<file path="config.mk">
export PLATFORM = sky130hd
export DESIGN_NAME = mips_cpu_ctrl_fsm
export DESIGN_NICKNAME = d
export VERILOG_FILES = /design/src/rtl/mips_cpu_pkg.sv /design/src/rtl/mips_cpu_ctrl_decode.sv /design/src/rtl/mips_cpu_ctrl_fsm.sv
export SDC_FILE = /design/constraint.sdc
export NUM_CORES = 1
export LEC_CHECK = 0
export BUFFER_PORTS_ARGS = -buffer_cell sky130_fd_sc_hd__buf_2
export CAP_MARGIN = 10
export CORE_MARGIN = 10
export CORE_UTILIZATION = 40
export DETAILED_ROUTE_END_ITERATION = 8
export PLACE_DENSITY = 0.68
export SETUP_SLACK_MARGIN = 0.4
export SYNTH_ARGS = -nofsm -noshare
export SYNTH_HDL_FRONTEND = slang
export SYNTH_SLANG_ARGS = --single-unit
</file>
<file path="constraint.sdc">
create_clock -name clk -period 5.73 [get_ports clk]
set_input_delay 1.146 -clock clk [delete_from_list [all_inputs] [get_ports clk]]
set_output_delay 1.146 -clock clk [all_outputs]
set_load 0.1 [all_outputs]
</file>
<file path="src/rtl/mips_cpu_pkg.sv">
// ---- mips_cpu_pkg : state, opcode/function codes and control encodings (rev 1.0) ----
// Shared by the multicycle control sequencer and its instruction classifier.
`default_nettype none

package mips_cpu_pkg;

  typedef enum logic [2:0] {
    FETCH   = 3'd0,
    DECODE  = 3'd1,
    EXEC    = 3'd2,
    MEM     = 3'd3,
    WB      = 3'd4,
    MD_WAIT = 3'd5,
    HALT    = 3'd6
  } state_t;

  typedef enum logic [3:0] {
    CL_UNDEF, CL_ALU_R, CL_SHIFT, CL_ALU_IMM_S, CL_ALU_IMM_Z,
    CL_LOAD, CL_STORE, CL_BRANCH, CL_J, CL_JAL, CL_JR, CL_JALR,
    CL_MD, CL_MFHILO
  } instr_class_t;

  typedef enum logic [2:0] {
    BR_EQ, BR_NE, BR_LEZ, BR_GTZ, BR_LTZ, BR_GEZ
  } br_cond_t;

  localparam logic [5:0] OP_RTYPE  = 6'h00;
  localparam logic [5:0] OP_REGIMM = 6'h01;
  localparam logic [5:0] OP_J      = 6'h02;
  localparam logic [5:0] OP_JAL    = 6'h03;
  localparam logic [5:0] OP_BEQ    = 6'h04;
  localparam logic [5:0] OP_BNE    = 6'h05;
  localparam logic [5:0] OP_BLEZ   = 6'h06;
  localparam logic [5:0] OP_BGTZ   = 6'h07;
  localparam logic [5:0] OP_ADDI   = 6'h08;
  localparam logic [5:0] OP_ADDIU  = 6'h09;
  localparam logic [5:0] OP_SLTI   = 6'h0A;
  localparam logic [5:0] OP_SLTIU  = 6'h0B;
  localparam logic [5:0] OP_ANDI   = 6'h0C;
  localparam logic [5:0] OP_ORI    = 6'h0D;
  localparam logic [5:0] OP_XORI   = 6'h0E;
  localparam logic [5:0] OP_LUI    = 6'h0F;
  localparam logic [5:0] OP_LB     = 6'h20;
  localparam logic [5:0] OP_LH     = 6'h21;
  localparam logic [5:0] OP_LWL    = 6'h22;
  localparam logic [5:0] OP_LW     = 6'h23;
  localparam logic [5:0] OP_LBU    = 6'h24;
  localparam logic [5:0] OP_LHU    = 6'h25;
  localparam logic [5:0] OP_LWR    = 6'h26;
  localparam logic [5:0] OP_SB     = 6'h28;
  localparam logic [5:0] OP_SH     = 6'h29;
  localparam logic [5:0] OP_SWL    = 6'h2A;
  localparam logic [5:0] OP_SW     = 6'h2B;
  localparam logic [5:0] OP_SWR    = 6'h2E;

  localparam logic [5:0] F_SLL   = 6'h00;
  localparam logic [5:0] F_SRL   = 6'h02;
  localparam logic [5:0] F_SRA   = 6'h03;
  localparam logic [5:0] F_SLLV  = 6'h04;
  localparam logic [5:0] F_SRLV  = 6'h06;
  localparam logic [5:0] F_SRAV  = 6'h07;
  localparam logic [5:0] F_JR    = 6'h08;
  localparam logic [5:0] F_JALR  = 6'h09;
  localparam logic [5:0] F_MFHI  = 6'h10;
  localparam logic [5:0] F_MFLO  = 6'h12;
  localparam logic [5:0] F_MULT  = 6'h18;
  localparam logic [5:0] F_MULTU = 6'h19;
  localparam logic [5:0] F_DIV   = 6'h1A;
  localparam logic [5:0] F_DIVU  = 6'h1B;
  localparam logic [5:0] F_ADD   = 6'h20;
  localparam logic [5:0] F_ADDU  = 6'h21;
  localparam logic [5:0] F_SUB   = 6'h22;
  localparam logic [5:0] F_SUBU  = 6'h23;
  localparam logic [5:0] F_AND   = 6'h24;
  localparam logic [5:0] F_OR    = 6'h25;
  localparam logic [5:0] F_XOR   = 6'h26;
  localparam logic [5:0] F_NOR   = 6'h27;
  localparam logic [5:0] F_SLT   = 6'h2A;
  localparam logic [5:0] F_SLTU  = 6'h2B;

  localparam logic [4:0] RT_BLTZ = 5'd0;
  localparam logic [4:0] RT_BGEZ = 5'd1;

  localparam logic [1:0] PC_SRC_SEQ    = 2'd0;
  localparam logic [1:0] PC_SRC_BRANCH = 2'd1;
  localparam logic [1:0] PC_SRC_JUMP   = 2'd2;
  localparam logic [1:0] PC_SRC_REG    = 2'd3;

  localparam logic [1:0] ALUB_RT    = 2'd0;
  localparam logic [1:0] ALUB_SIMM  = 2'd1;
  localparam logic [1:0] ALUB_ZIMM  = 2'd2;
  localparam logic [1:0] ALUB_SHAMT = 2'd3;

  localparam logic [1:0] REGDST_RT  = 2'd0;
  localparam logic [1:0] REGDST_RD  = 2'd1;
  localparam logic [1:0] REGDST_R31 = 2'd2;

  function automatic logic [1:0] alu_src_b_for(instr_class_t c);
    case (c)
      CL_SHIFT:                          return ALUB_SHAMT;
      CL_ALU_IMM_S, CL_LOAD, CL_STORE:   return ALUB_SIMM;
      CL_ALU_IMM_Z:                      return ALUB_ZIMM;
      default:                           return ALUB_RT;
    endcase
  endfunction

  // Flags come from the ALU computing rs-rt (BEQ/BNE) or rs-0 (sign tests).
  function automatic logic branch_taken(br_cond_t c, logic zero, logic neg);
    case (c)
      BR_EQ:   return zero;
      BR_NE:   return !zero;
      BR_LEZ:  return zero || neg;
      BR_GTZ:  return !zero && !neg;
      BR_LTZ:  return neg;
      BR_GEZ:  return !neg;
      default: return 1'b0;
    endcase
  endfunction

endpackage

`default_nettype wire

</file>
<file path="src/rtl/mips_cpu_ctrl_decode.sv">
// ---- mips_cpu_ctrl_decode : op/func/rt -> instruction class (rev 1.0) ----
// Mult/div functions are recognised only when MIPS_CPU_MULTDIV_EN is defined.
`default_nettype none

module mips_cpu_ctrl_decode
  import mips_cpu_pkg::*;
(
  input  logic [5:0]   op,
  input  logic [5:0]   func,
  input  logic [4:0]   rt,
  output instr_class_t cls,
  output br_cond_t     br_cond
);

  always_comb begin
    cls     = CL_UNDEF;
    br_cond = BR_EQ;
    case (op)
      OP_RTYPE: begin
        case (func)
          F_SLL, F_SRL, F_SRA:                      cls = CL_SHIFT;
          F_SLLV, F_SRLV, F_SRAV,
          F_ADD, F_ADDU, F_SUB, F_SUBU,
          F_AND, F_OR, F_XOR, F_NOR, F_SLT, F_SLTU: cls = CL_ALU_R;
          F_JR:                                     cls = CL_JR;
          F_JALR:                                   cls = CL_JALR;
`ifdef MIPS_CPU_MULTDIV_EN
          F_MULT, F_MULTU, F_DIV, F_DIVU:           cls = CL_MD;
          F_MFHI, F_MFLO:                           cls = CL_MFHILO;
`endif
          default:                                  cls = CL_UNDEF;
        endcase
      end
      OP_REGIMM: begin
        if (rt == RT_BLTZ) begin
          cls     = CL_BRANCH;
          br_cond = BR_LTZ;
        end else if (rt == RT_BGEZ) begin
          cls     = CL_BRANCH;
          br_cond = BR_GEZ;
        end
      end
      OP_J:    cls = CL_J;
      OP_JAL:  cls = CL_JAL;
      OP_BEQ:  begin cls = CL_BRANCH; br_cond = BR_EQ;  end
      OP_BNE:  begin cls = CL_BRANCH; br_cond = BR_NE;  end
      OP_BLEZ: begin cls = CL_BRANCH; br_cond = BR_LEZ; end
      OP_BGTZ: begin cls = CL_BRANCH; br_cond = BR_GTZ; end
      OP_ADDI, OP_ADDIU, OP_SLTI, OP_SLTIU:     cls = CL_ALU_IMM_S;
      OP_ANDI, OP_ORI, OP_XORI, OP_LUI:         cls = CL_ALU_IMM_Z;
      OP_LB, OP_LH, OP_LWL, OP_LW,
      OP_LBU, OP_LHU, OP_LWR:                   cls = CL_LOAD;
      OP_SB, OP_SH, OP_SWL, OP_SW, OP_SWR:      cls = CL_STORE;
      default:                                  cls = CL_UNDEF;
    endcase
  end

endmodule

`default_nettype wire

</file>
<file path="src/rtl/mips_cpu_ctrl_fsm.sv">
// ---- mips_cpu_ctrl_fsm : multicycle FETCH/DECODE/EXEC/MEM/WB sequencer (rev 1.0) ----
// Define MIPS_CPU_MULTDIV_EN to enable the md_start/md_done mult/div handshake.
`default_nettype none

module mips_cpu_ctrl_fsm
  import mips_cpu_pkg::*;
#(
  parameter bit RESET_VECTOR_ZERO_HALT = 1'b1
) (
  input  logic       clk,
  input  logic       reset,
  input  logic [5:0] op,
  input  logic [5:0] func,
  input  logic [4:0] rt,
  input  logic       pc_is_zero,
  input  logic       alu_zero,
  input  logic       alu_neg,
  input  logic       waitrequest,
  input  logic       md_done,
  output logic       ir_write,
  output logic       ir_sel,
  output logic       pc_write,
  output logic [1:0] pc_src,
  output logic       mem_read,
  output logic       mem_write,
  output logic       mem_addr_sel,
  output logic [1:0] alu_src_b,
  output logic       reg_write,
  output logic [1:0] reg_dst,
  output logic       md_start,
  output logic       active,
  output logic [2:0] state
);

  state_t       cur_state, next_state;
  instr_class_t dec_cls, cls_q;
  br_cond_t     dec_br, br_q;
  logic         fetch_halt;
  logic         br_taken;

  mips_cpu_ctrl_decode u_decode (
    .op      (op),
    .func    (func),
    .rt      (rt),
    .cls     (dec_cls),
    .br_cond (dec_br)
  );

`ifndef MIPS_CPU_MULTDIV_EN
  logic unused_md_done;
  assign unused_md_done = md_done;
`endif

  assign fetch_halt = RESET_VECTOR_ZERO_HALT && pc_is_zero;
  assign br_taken   = branch_taken(br_q, alu_zero, alu_neg);
  assign active     = (cur_state != HALT);
  assign state      = cur_state;

  // The IR is stable from DECODE onward, so the class is captured once there.
  always_ff @(posedge clk) begin
    if (reset) begin
      cur_state <= FETCH;
      cls_q     <= CL_UNDEF;
      br_q      <= BR_EQ;
    end else begin
      cur_state <= next_state;
      if (cur_state == DECODE) begin
        cls_q <= dec_cls;
        br_q  <= dec_br;
      end
    end
  end

  always_comb begin
    next_state = cur_state;
    case (cur_state)
      FETCH: begin
        if (fetch_halt)        next_state = HALT;
        else if (!waitrequest) next_state = DECODE;
      end
      DECODE: next_state = EXEC;
      EXEC: begin
        case (cls_q)
          CL_BRANCH, CL_J, CL_JAL, CL_JR, CL_JALR:               next_state = FETCH;
          CL_LOAD, CL_STORE:                                     next_state = MEM;
          CL_ALU_R, CL_SHIFT, CL_ALU_IMM_S, CL_ALU_IMM_Z,
          CL_MFHILO:                                             next_state = WB;
`ifdef MIPS_CPU_MULTDIV_EN
          CL_MD:                                                 next_state = MD_WAIT;
`endif
          default:                                               next_state = HALT;
        endcase
      end
      MEM: begin
        if (!waitrequest) next_state = (cls_q == CL_LOAD) ? WB : FETCH;
      end
      WB: next_state = FETCH;
`ifdef MIPS_CPU_MULTDIV_EN
      MD_WAIT: begin
        if (md_done) next_state = FETCH;
      end
`endif
      HALT:    next_state = HALT;
      default: next_state = FETCH;
    endcase
  end

  // Reset forces every strobe low in the same cycle, aborting any transfer.
  always_comb begin
    ir_write     = 1'b0;
    ir_sel       = 1'b0;
    pc_write     = 1'b0;
    pc_src       = PC_SRC_SEQ;
    mem_read     = 1'b0;
    mem_write    = 1'b0;
    mem_addr_sel = 1'b0;
    alu_src_b    = ALUB_RT;
    reg_write    = 1'b0;
    reg_dst      = REGDST_RT;
    md_start     = 1'b0;
    if (!reset) begin
      case (cur_state)
        FETCH: begin
          if (!fetch_halt) begin
            mem_read = 1'b1;
            if (!waitrequest) begin
              ir_write = 1'b1;
              ir_sel   = 1'b1;
              pc_write = 1'b1;
            end
          end
        end
        EXEC: begin
          alu_src_b = alu_src_b_for(cls_q);
          case (cls_q)
            CL_BRANCH: begin
              pc_write = br_taken;
              pc_src   = PC_SRC_BRANCH;
            end
            CL_J: begin
              pc_write = 1'b1;
              pc_src   = PC_SRC_JUMP;
            end
            CL_JAL: begin
              pc_write  = 1'b1;
              pc_src    = PC_SRC_JUMP;
              reg_write = 1'b1;
              reg_dst   = REGDST_R31;
            end
            CL_JR: begin
              pc_write = 1'b1;
              pc_src   = PC_SRC_REG;
            end
            CL_JALR: begin
              pc_write  = 1'b1;
              pc_src    = PC_SRC_REG;
              reg_write = 1'b1;
              reg_dst   = REGDST_RD;
            end
`ifdef MIPS_CPU_MULTDIV_EN
            CL_MD: md_start = 1'b1;
`endif
            default: ;
          endcase
        end
        MEM: begin
          alu_src_b    = alu_src_b_for(cls_q);
          mem_addr_sel = 1'b1;
          mem_read     = (cls_q == CL_LOAD);
          mem_write    = (cls_q == CL_STORE);
        end
        WB: begin
          alu_src_b = alu_src_b_for(cls_q);
          reg_write = 1'b1;
          reg_dst   = (cls_q == CL_ALU_R || cls_q == CL_SHIFT || cls_q == CL_MFHILO)
                      ? REGDST_RD : REGDST_RT;
        end
        default: ;
      endcase
    end
  end

endmodule

`default_nettype wire

</file>
==> load_flow_metrics.sql, run 1 <==
INSERT INTO impl_metrics (metric_group, metric, value, unit) VALUES
('die', 'start_util', '0.430', ''),
('setup_path', 'worst_ep_arrival_time', '2.47', 'ns'),
('logic_synthesis', 'post_synth_fa_ha_maj_area_fraction', '0.0206', ''),
('logic_synthesis', 'post_synth_main_area_contributors', 'sky130_fd_sc_hd__dfxtp_1 (21%), sky130_fd_sc_hd__nand2_1 (5.9%), sky130_fd_sc_hd__nor3_1 (5.8%), sky130_fd_sc_hd__a21oi_1 (5.3%), sky130_fd_sc_hd__nor2_1 (5.2%)', ''),
('clocking', 'clk_root_buffer_cell', 'sky130_fd_sc_hd__clkbuf_4', ''),
('sta', 'hold_viol', '0', ''),
('detailed_routing', 'dr.pass1.iters', '4', ''),
('global_route', 'grt_antenna_before_repair', '0', ''),
('setup_path', 'crit_path_end_kind', 'output pin', ''),
('setup_path', 'critPathMaxFanout', '3', ''),
('sta', 'fin_crit', '3.62', 'ns'),
('logic_synthesis', 'post_synth_and_or_nand_nor_area_fraction', '0.357', ''),
('logic_synthesis', 'ys_top_cells_by_count', 'sky130_fd_sc_hd__nand2_1 (19), sky130_fd_sc_hd__nor2_1 (17), sky130_fd_sc_hd__nor3_1 (14), sky130_fd_sc_hd__a21oi_1 (13), sky130_fd_sc_hd__dfxtp_1 (13)', ''),
('global_route', 'first_pass_grt_wire_length', '5360', 'um'),
('setup_path', 'critPathRequiredTime', '4.58', 'ns'),
('detailed_routing', 'initialDrtViolationCount', '116', ''),
('logic_synthesis', 'synth.lib_cells_used.distinct', '53', ''),
('power_and_ir_drop', 'power_density', '188', 'nW/um2'),
('logic_synthesis', 'synthesis.instances', '171', ''),
('clocking', 'number_of_buffers_added_to_fix_hold_violations_after_cts', '0', ''),
('sta', 'setup_repair_after_global_routing_missed_its_margin', 'no', ''),
('sta', 'worst-slew-pin-transition', '0.711', 'ns'),
('detailed_routing', 'totalWireLength', '3270', 'um'),
('logic_synthesis', 'multiplexer_area_fraction_after_synthesis', '0.0175', ''),
('sta', 'setup-violations-final', '0', ''),
('clocking', 'tritoncts_clock_tree', 'yes', ''),
('sta', 'max_freq', '277', 'MHz'),
('placed_design', 'dp.final_hpwl', '2640', 'um'),
('clocking', 'post_cts.repair.setup_buffers', '0', ''),
('detailed_routing', 'post_drt_wl_per_cell', '14.3', 'um'),
('clocking', 'post_cts.resized_instances', '0', ''),
('die', 'floorplan.die.height', '75.2', 'um'),
('logic_synthesis', 'synth_sequential_area_ratio', '0.214', ''),
('cells_and_area', 'area_growth_syn_to_layout', '16.4', '%'),
('outcome', 'run_status', 'finished, final reports clean', ''),
('logic_synthesis', 'synth_top_cell_area_share', '0.214', ''),
('global_route', 'global_route.usage.total', '0.113', ''),
('logic_synthesis', 'synth_compound_gate_area_share', '0.293', ''),
('clocking', 'worst_setup_hold_path_clk_slew', '0.08', 'ns'),
('logic_synthesis', 'seq_cells_post_synth', '13', ''),
('logic_synthesis', 'asyncSetResetFlopFracSynth', '0', ''),
('logic_synthesis', 'synth-edff-count', '0', ''),
('power_and_ir_drop', 'worst_ir_drop_vdd', '0.000152', 'V'),
('power_and_ir_drop', 'total_power', '0.000266', 'W'),
('sta', 'slew-limit-headroom', '0.525', ''),
('setup_path', 'critical_path.startpoint_type', 'input pin', ''),
('cells_and_area', 'post_route_cells_drive_above_1_share', '0.263', ''),
('job', 'cap_viol_max_count', '0', ''),
('die', 'design.core.area', '2830', 'um2'),
('global_route', 'pin_count_of_the_biggest_net_entering_global_routing', '24', ''),
('global_route', 'grt.overflow.total', '0', ''),
('logic_synthesis', 'area_share_of_xor_xnor_cells_in_the_synthesized_design', '0.0216', ''),
('logic_synthesis', 'synth_nets', '197', ''),
('detailed_routing', 'postRouteAntennaNets', '0', ''),
('global_route', 'grt_pass1_vias', '1289', ''),
('logic_synthesis', 'synth_largest_area_cell', 'sky130_fd_sc_hd__dfxtp_1', ''),
('setup_path', 'crit_type', 'in2out', ''),
('detailed_routing', 'via_per_inst', '6.00', ''),
('clocking', 'cts.sinks', '13', ''),
('placed_design', 'routabilityCongestion', '0.814', ''),
('clocking', 'cts-root-to-sink-buffers', '2', ''),
('logic_synthesis', 'synth_top_family_by_area', 'simple AND/OR/NAND/NOR gates', ''),
('die', 'io_pins', '42', ''),
('logic_synthesis', 'synth.most_common_cell', 'sky130_fd_sc_hd__nand2_1', ''),
('clocking', 'cts_made_buffers', '3', ''),
('power_and_ir_drop', 'reported_leakage_power', '0.568', 'nW'),
('die', 'die_area', '5650', 'um2'),
('clocking', 'clock_insertion_delay_worst_skew', '0.27', 'ns'),
('worst_hold_path', 'worst_hold_path_type', 'reg2reg', ''),
('sta', 'tns', '0', 'ns'),
('cells_and_area', 'fillers', '298', '');
cell families (layout without fill, tap and decap cells):
family / after synthesis / in the layout
flops: 13 / 13
xor+xnor: 3 / 3
fa+ha+maj: 2 / 2
compound gates: 48 / 48
buf+inv: 21 / 48
mux: 2 / 2
other cells: 1 / 1
simple gates: 81 / 81
power breakdown:
group	switching (W)	internal [W]
Sequential	0.0000104	0.0000946
Combinational	0.0000757	0.0000289
Clock	0.0000309	0.0000258
worst paths after layout:
kind | start | cells after the start | slack (ns) | to
max | alu_neg | 7 | 2.11 | pc_write
max reg2reg | state[0] | 6 | 3.15 | register
min reg2reg | br_q[2] | 2 | 0.49 | br_q[2]
min | br_q[2] | 2 | 0.49 | br_q[2]
worst max-delay path, cell delays in order:
cell and delay [ns]:
sky130_fd_sc_hd__buf_2 0.11, sky130_fd_sc_hd__nand2b_1 0.14, sky130_fd_sc_hd__o22a_1 0.17, sky130_fd_sc_hd__o22ai_1 0.16
sky130_fd_sc_hd__a41oi_1 0.14, sky130_fd_sc_hd__o21bai_1 0.15, sky130_fd_sc_hd__buf_2 0.44
metal layers:
metal	vias to the layer above	GRT usage	wire length, um
met5	-	0	0
met1	661	0.126	1250
met3	0	0.0315	153
li1	693	-	-
met4	0	0	0
met2	20	0.220	1860
stage by stage:
step                      cells  instance area, um2  utilization  hold WS [ns]  setup slack (ns)
after floorplan             171                1230            -         0.459             0.540
after global placement      225                1390        0.491         0.469              2.14
after detailed placement    225                1390        0.491         0.487              2.09
after CTS                   229                1420        0.501         0.499              2.09
after global routing        229                1420        0.501         0.542              2.03
final                       229                1420        0.501         0.493              2.11
cell usage in the layout (no fill, tap or decap), types with 3 or more instances in the layout:
cell type / instances
sky130_fd_sc_hd__buf_2: 39
sky130_fd_sc_hd__nand2_1: 19
sky130_fd_sc_hd__inv_1: 5
sky130_fd_sc_hd__nand2b_1: 6
sky130_fd_sc_hd__nand3_1: 3
sky130_fd_sc_hd__o21ai_0: 3
sky130_fd_sc_hd__clkbuf_4: 3
sky130_fd_sc_hd__nor3b_1: 3
sky130_fd_sc_hd__nor2_1: 17
sky130_fd_sc_hd__a311o_1: 3
sky130_fd_sc_hd__dfxtp_1: 13
sky130_fd_sc_hd__a21oi_1: 13
sky130_fd_sc_hd__or3_1: 3
sky130_fd_sc_hd__nor2b_1: 3
sky130_fd_sc_hd__a211oi_1: 3
sky130_fd_sc_hd__o22ai_1: 4
sky130_fd_sc_hd__nor3_1: 12
cell type report:
type	count	area, um2	area share
well taps	31	38.8	0.0274
clock inverters	1	5.00	0.00353
repair buffers	39	195	0.138
clock buffers	3	22.5	0.0159
inverters	5	18.8	0.0132
multi-input cells	137	877	0.619
flip-flops and latches	13	260	0.184
(Power assumes the default switching activity.)
==> inputs of run 2 (changes only) <==
- PLACE_DENSITY: 0.68 -> 0.71
- clock period: 5.73 -> 3.1 ns (I/O delays scaled with it)
==> load_flow_metrics.sql, run 2 (synthesis gave the netlist of run 1 again) <==
INSERT INTO impl_metrics (metric_group, metric, value, unit) VALUES
('detailed_routing', 'via_per_inst', '6.03', ''),
('sta', 'max_freq', '377', 'MHz'),
('sta', 'fin_skew', '0.00647', 'ns'),
('sta', 'worst-slew-pin-transition', '0.749', 'ns'),
('clocking', 'cts.sinks', '13', ''),
('sta', 'finalCritPeriodShare', '0.855', ''),
('clocking', 'cts_made_buffers', '3', ''),
('detailed_routing', 'num_vias', '1393', ''),
('sta', 'hold_viol', '0', ''),
('sta', 'fin_crit', '2.65', 'ns'),
('detailed_routing', 'dr.pass1.iters', '4', ''),
('setup_path', 'crit_type', 'reg2out', ''),
('setup_path', 'critPathMaxFanout', '10', ''),
('sta', 'slew-limit-headroom', '0.500', ''),
('die', 'start_util', '0.430', ''),
('job', 'cap_viol_max_count', '0', ''),
('cells_and_area', 'layout.area.seq', '273', 'um2'),
('sta', 'tns', '0', 'ns'),
('cells_and_area', 'num-nets-final', '227', ''),
('die', 'design.core.area', '2830', 'um2'),
('setup_path', 'crit_path_end_kind', 'output pin', ''),
('global_route', 'grt_antenna_before_repair', '0', ''),
('global_route', 'grt_pass1_vias', '1303', ''),
('die', 'io_pins', '42', ''),
('detailed_routing', 'initialDrtViolationCount', '70', ''),
('global_route', 'grt.overflow.total', '0', ''),
('clocking', 'clock_insertion_delay_worst_skew', '0.28', 'ns'),
('global_route', 'pin_count_of_the_biggest_net_entering_global_routing', '17', ''),
('power_and_ir_drop', 'worst_ir_drop_vdd', '0.000267', 'V'),
('clocking', 'worst_setup_hold_path_clk_slew', '0.08', 'ns'),
('cells_and_area', 'area_growth_syn_to_layout', '33.1', '%'),
('placed_design', 'port-buffer-count', '39', ''),
('cells_and_area', 'diodes', '0', ''),
('die', 'row_count', '19', ''),
('detailed_routing', 'postRouteAntennaNets', '0', ''),
('die', 'die-width', '75.2', 'um'),
('outcome', 'run_status', 'finished, final reports clean', ''),
('setup_path', 'critPathRequiredTime', '2.48', 'ns'),
('cells_and_area', 'fillers', '287', ''),
('power_and_ir_drop', 'power_density', '325', 'nW/um2'),
('clocking', 'ctsHtreeMaxLevel', '1', ''),
('clocking', 'tritoncts_clock_tree', 'yes', ''),
('sta', 'max_slew_vio_count', '0', ''),
('cells_and_area', 'final_instance_area', '1620', 'um2'),
('global_route', 'first_pass_grt_wire_length', '5840', 'um'),
('cells_and_area', 'layout.cells.most_common_list', 'sky130_fd_sc_hd__buf_2 (35), sky130_fd_sc_hd__nand2_1 (16), sky130_fd_sc_hd__a21oi_1 (13), sky130_fd_sc_hd__nor2_1 (12), sky130_fd_sc_hd__dfxtp_1 (9)', ''),
('die', 'floorplan.die.height', '75.2', 'um'),
('sta', 'timing.hold.ws', '0.498', 'ns'),
('cells_and_area', 'post_route_cells_drive_above_1_share', '0.380', ''),
('cells_and_area', 'finish.utilization', '0.573', ''),
('sta', 'setup_repair_after_global_routing_missed_its_margin', 'yes', ''),
('detailed_routing', 'totalWireLength', '3650', 'um'),
('cells_and_area', 'mostFrequentLayoutCell', 'sky130_fd_sc_hd__buf_2', ''),
('placed_design', 'routabilityCongestion', '0.846', ''),
('clocking', 'number_of_buffers_added_to_fix_hold_violations_after_cts', '0', ''),
('worst_hold_path', 'worst_hold_path_type', 'reg2reg', ''),
('clocking', 'clk_root_buffer_cell', 'sky130_fd_sc_hd__clkbuf_4', ''),
('clocking', 'post_cts.repair.setup_buffers', '0', ''),
('placed_design', 'placedInstanceArea', '1580', 'um2'),
('detailed_routing', 'post_drt_wl_per_cell', '15.8', 'um'),
('die', 'die_area', '5650', 'um2'),
('power_and_ir_drop', 'reported_leakage_power', '0.628', 'nW'),
('clocking', 'cts-root-to-sink-buffers', '2', ''),
('placed_design', 'dp.final_hpwl', '2860', 'um'),
('setup_path', 'worst_ep_arrival_time', '2.03', 'ns'),
('global_route', 'global_route.usage.total', '0.124', ''),
('detailed_routing', 'drc_violations_left', '0', ''),
('sta', 'setup-violations-final', '0', ''),
('setup_path', 'critical_path.startpoint_type', 'register', ''),
('cells_and_area', 'multiInputGateArea', '1040', 'um2');
-- run 2: changes by cell type in the layout (fill, tap and decap cells not counted), moves of 2 or more --
cell	change
sky130_fd_sc_hd__buf_4	+3
sky130_fd_sc_hd__nor2_4	+4
sky130_fd_sc_hd__nor3_4	+6
sky130_fd_sc_hd__dfxtp_1	-4
sky130_fd_sc_hd__nor3_1	-5
sky130_fd_sc_hd__nor2_1	-5
sky130_fd_sc_hd__dfxtp_4	+3
sky130_fd_sc_hd__nand2_2	+3
sky130_fd_sc_hd__clkbuf_4	+2
sky130_fd_sc_hd__nand2_1	-3
sky130_fd_sc_hd__buf_2	-4
-- run 2: path summary, 6_finish.rpt --
path | start | endpoint | slack [ns] | cells after the start
max | cls_q[1] | mem_read | 0.45 | 5
min | br_q[2] | br_q[2] | 0.50 | 2
max reg2reg | state[0] | register | 0.57 | 6
min reg2reg | br_q[2] | br_q[2] | 0.50 | 2
-- run 2: per-stage QoR --
step | setup slack [ns] | total power [W] | instances
6_report | 0.450 | 0.000527 | 231
5_1_grt | 0.367 | 0.000555 | 231
4_1_cts | 0.379 | 0.000530 | 231
3_5_place_dp | 0.141 | 0.000422 | 227
3_3_place_gp | 0.194 | 0.000416 | 227
2_1_floorplan | 0.160 | 0.000390 | 171
-- run 2: worst max-delay path: stages (launching register included) --
cell,delay [ns]
sky130_fd_sc_hd__dfxtp_1,0.43
sky130_fd_sc_hd__nand2b_4,0.22
sky130_fd_sc_hd__or4_1,0.50
sky130_fd_sc_hd__o31a_1,0.16
sky130_fd_sc_hd__nor3_4,0.20
sky130_fd_sc_hd__buf_6,0.24
-- run 2: final cells by class --
cell class	instances	share of cell area
clock buffers	4	0.0162
inverters	5	0.0116
multi-input cells	137	0.642
flip-flops and latches	13	0.168
well taps	31	0.0239
repair buffers	41	0.138
-- run 2: report_power, final --
group	switching [W]	internal (W)	total [W]
logic	0.000158	0.0000646	0.000222
clock network	0.0000562	0.0000499	0.000106
registers	0.0000234	0.000176	0.000199
-- run 2: what timing repair did --
action | CTS | global route
endpoints found under the setup margin | 2 | 4
pin swaps | 0 | 4
gates resized for setup | 3 | 3
endpoints found under the hold margin | 0 | 0
-- run 2: routing by layer --
metal  vias up  track usage  share of wire
li1        691            -              -
met1       656        0.150           0.43
met2        40        0.216           0.49
met3         6       0.0315          0.067
met4         0       0.0268         0.0090
met5         -            0              0
==> inputs of run 3 (changes only) <==
- PLACE_DENSITY: 0.71 -> unset
- PLACE_DENSITY_LB_ADDON: unset -> 0.08
==> load_flow_metrics.sql, run 3 (synthesis gave the netlist of run 1 again) <==
INSERT INTO impl_metrics (metric_group, metric, value, unit) VALUES
('outcome', 'run_status', 'finished, final reports clean', ''),
('cells_and_area', 'diodes', '0', ''),
('clocking', 'cts_made_buffers', '3', ''),
('die', 'io_pins', '42', ''),
('clocking', 'clock_insertion_delay_worst_skew', '0.29', 'ns'),
('power_and_ir_drop', 'seq_power_share', '0.374', ''),
('sta', 'max_freq', '385', 'MHz'),
('die', 'die_area', '5650', 'um2'),
('global_route', 'grt_antenna_before_repair', '0', ''),
('power_and_ir_drop', 'clock_power_share', '0.209', ''),
('sta', 'hold_viol', '0', ''),
('job', 'cap_viol_max_count', '0', ''),
('detailed_routing', 'initialDrtViolationCount', '76', ''),
('sta', 'max_slew_vio_count', '0', ''),
('setup_path', 'cp_num_buf_inv', '1', ''),
('placed_design', 'preCtsSetupSlack', '0.169', 'ns'),
('detailed_routing', 'drc_violations_left', '0', ''),
('placed_design', 'routabilityCongestion', '0.778', ''),
('cells_and_area', 'layout.cells.most_common_list', 'sky130_fd_sc_hd__buf_2 (33), sky130_fd_sc_hd__nand2_1 (16), sky130_fd_sc_hd__a21oi_1 (13), sky130_fd_sc_hd__nor2_1 (12), sky130_fd_sc_hd__dfxtp_1 (8)', ''),
('clocking', 'ctsHtreeMaxLevel', '1', ''),
('power_and_ir_drop', 'pwr-share-comb', '0.416', ''),
('detailed_routing', 'post_drt_wl_per_cell', '15.0', 'um'),
('sta', 'fin_crit', '2.60', 'ns'),
('sta', 'timing.hold.ws', '0.494', 'ns'),
('detailed_routing', 'dr.pass1.iters', '5', ''),
('setup_path', 'ordered_list_of_cells_on_the_worst_path', 'nand2b_4 > or4_1 > o31a_1 > nor3_4 > buf_6', ''),
('setup_path', 'crit_path_end_kind', 'output pin', ''),
('cells_and_area', 'finish.utilization', '0.578', ''),
('clocking', 'clk_root_buffer_cell', 'sky130_fd_sc_hd__clkbuf_4', ''),
('setup_path', 'critPathRequiredTime', '2.48', 'ns'),
('power_and_ir_drop', 'intPower', '0.000292', 'W'),
('clocking', 'cts-root-to-sink-buffers', '2', ''),
('global_route', 'pin_count_of_the_biggest_net_entering_global_routing', '17', ''),
('cells_and_area', 'fillers', '263', ''),
('cells_and_area', 'mostFrequentLayoutCell', 'sky130_fd_sc_hd__buf_2', ''),
('power_and_ir_drop', 'worst_ir_drop_vdd', '0.000212', 'V'),
('clocking', 'number_of_buffers_added_to_fix_hold_violations_after_cts', '0', ''),
('global_route', 'global_route.usage.total', '0.126', ''),
('setup_path', 'cp_slowest_stage_delay', '0.52', 'ns'),
('detailed_routing', 'postRouteAntennaNets', '0', ''),
('die', 'floorplan.die.height', '75.2', 'um'),
('setup_path', 'worst_ep_arrival_time', '1.98', 'ns'),
('global_route', 'first_pass_grt_wire_length', '5820', 'um'),
('detailed_routing', 'totalWireLength', '3480', 'um'),
('power_and_ir_drop', 'p_sw', '0.000241', 'W'),
('cells_and_area', 'finalNonFillerCells', '232', ''),
('cells_and_area', 'num-nets-final', '228', ''),
('setup_path', 'critPathMaxFanout', '10', ''),
('power_and_ir_drop', 'power_density', '326', 'nW/um2'),
('cells_and_area', 'post_route_cells_drive_above_1_share', '0.388', ''),
('global_route', 'grt_pass1_vias', '1267', ''),
('setup_path', 'crit_type', 'reg2out', ''),
('clocking', 'post_cts.repair.setup_buffers', '0', ''),
('placed_design', 'port-buffer-count', '39', ''),
('sta', 'tns', '0', 'ns'),
('detailed_routing', 'num_vias', '1354', ''),
('clocking', 'tritoncts_clock_tree', 'yes', ''),
('placed_design', 'dp_cells', '228', ''),
('die', 'start_util', '0.430', ''),
('sta', 'finalCritPeriodShare', '0.838', ''),
('sta', 'finalWorstSetupSlack', '0.501', 'ns'),
('setup_path', 'cpLargestDelayFamily', 'simple AND/OR/NAND/NOR gates', ''),
('global_route', 'grt.overflow.total', '0', ''),
('sta', 'setup_repair_after_global_routing_missed_its_margin', 'yes', ''),
('power_and_ir_drop', 'reported_leakage_power', '0.634', 'nW'),
('clocking', 'cts.sinks', '13', ''),
('clocking', 'worst_setup_hold_path_clk_slew', '0.09', 'ns'),
('die', 'design.core.area', '2830', 'um2'),
('cells_and_area', 'area_growth_syn_to_layout', '34.2', '%'),
('die', 'die-width', '75.2', 'um'),
('worst_hold_path', 'worst_hold_path_type', 'reg2reg', ''),
('setup_path', 'critical_path.startpoint_type', 'register', ''),
('detailed_routing', 'via_per_inst', '5.84', ''),
('setup_path', 'cell_with_the_biggest_individual_delay_on_the_critical_path', 'sky130_fd_sc_hd__or4_1', ''),
('power_and_ir_drop', 'netSwitchingFraction', '0.452', ''),
('placed_design', 'dp.final_hpwl', '2780', 'um'),
('sta', 'setup-violations-final', '0', ''),
('die', 'row_count', '19', ''),
('sta', 'fin_skew', '0.0135', 'ns');
==> run 3: cell count changes in the layout (fill, tap and decap cells not counted), sizes merged <==
cell and change:
buf +1
==> run 3: final cells by class <==
type / count / area [um2] / share of cell area
inverter: 5 / 18.8 / 0.0115
clock buffer: 4 / 26.3 / 0.0161
timing repair buffer: 42 / 236 / 0.145
multi-input combinational: 137 / 1040 / 0.636
tap: 31 / 38.8 / 0.0237
sequential: 13 / 274 / 0.168
==> run 3: path summary, 6_finish.rpt <==
check                           endpoint  depth (start not counted)  startpoint  slack [ns]
worst max-delay path            mem_read                          5    cls_q[1]        0.50
worst min-delay path             br_q[2]                          2     br_q[2]        0.49
worst max register to register  register                          6    state[0]        0.63
worst min register to register   br_q[2]                          2     br_q[2]        0.49
==> run 3: worst register-to-register path: stages, from the launching register on <==
cell                      delay (ns)
sky130_fd_sc_hd__dfxtp_4        0.48
sky130_fd_sc_hd__or3b_1         0.53
sky130_fd_sc_hd__a311o_1        0.45
sky130_fd_sc_hd__o32a_1         0.38
sky130_fd_sc_hd__ha_1           0.30
sky130_fd_sc_hd__mux2i_1        0.07
sky130_fd_sc_hd__a22o_1         0.18
==> run 3: power by group through the flow <==
stage          sequential [W]  clock (W)  combinational, W
4_1_cts              0.000200   0.000115          0.000222
6_report             0.000199   0.000111          0.000222
5_1_grt              0.000203   0.000125          0.000239
3_5_place_dp         0.000203          0          0.000219
3_3_place_gp         0.000203          0          0.000216
2_1_floorplan        0.000216          0          0.000174
==> run 3: stage by stage <==
| stage | power [W] | area, um2 |
|---|---|---|
| 3_3_place_gp | 0.000419 | 1590 |
| 2_1_floorplan | 0.000390 | 1470 |
| 4_1_cts | 0.000536 | 1620 |
| 6_report | 0.000532 | 1630 |
| 3_5_place_dp | 0.000423 | 1590 |
| 5_1_grt | 0.000566 | 1630 |
==> run 3: per-layer routing <==
| layer | vias up | wire, um | share of wire | global-route usage |
|---|---|---|---|---|
| li1 | 699 | - | - | - |
| met1 | 618 | 1610 | 0.46 | 0.167 |
| met2 | 34 | 1670 | 0.48 | 0.207 |
| met3 | 3 | 186 | 0.053 | 0.0342 |
| met4 | 0 | 16 | 0.0046 | 0.0144 |
| met5 | - | 0 | 0 | 0 |
==> run 3: what timing repair did <==
item / CTS / global route
resized for setup: 4 / 7
endpoints found under the setup margin: 2 / 6
pin swaps: 0 / 4
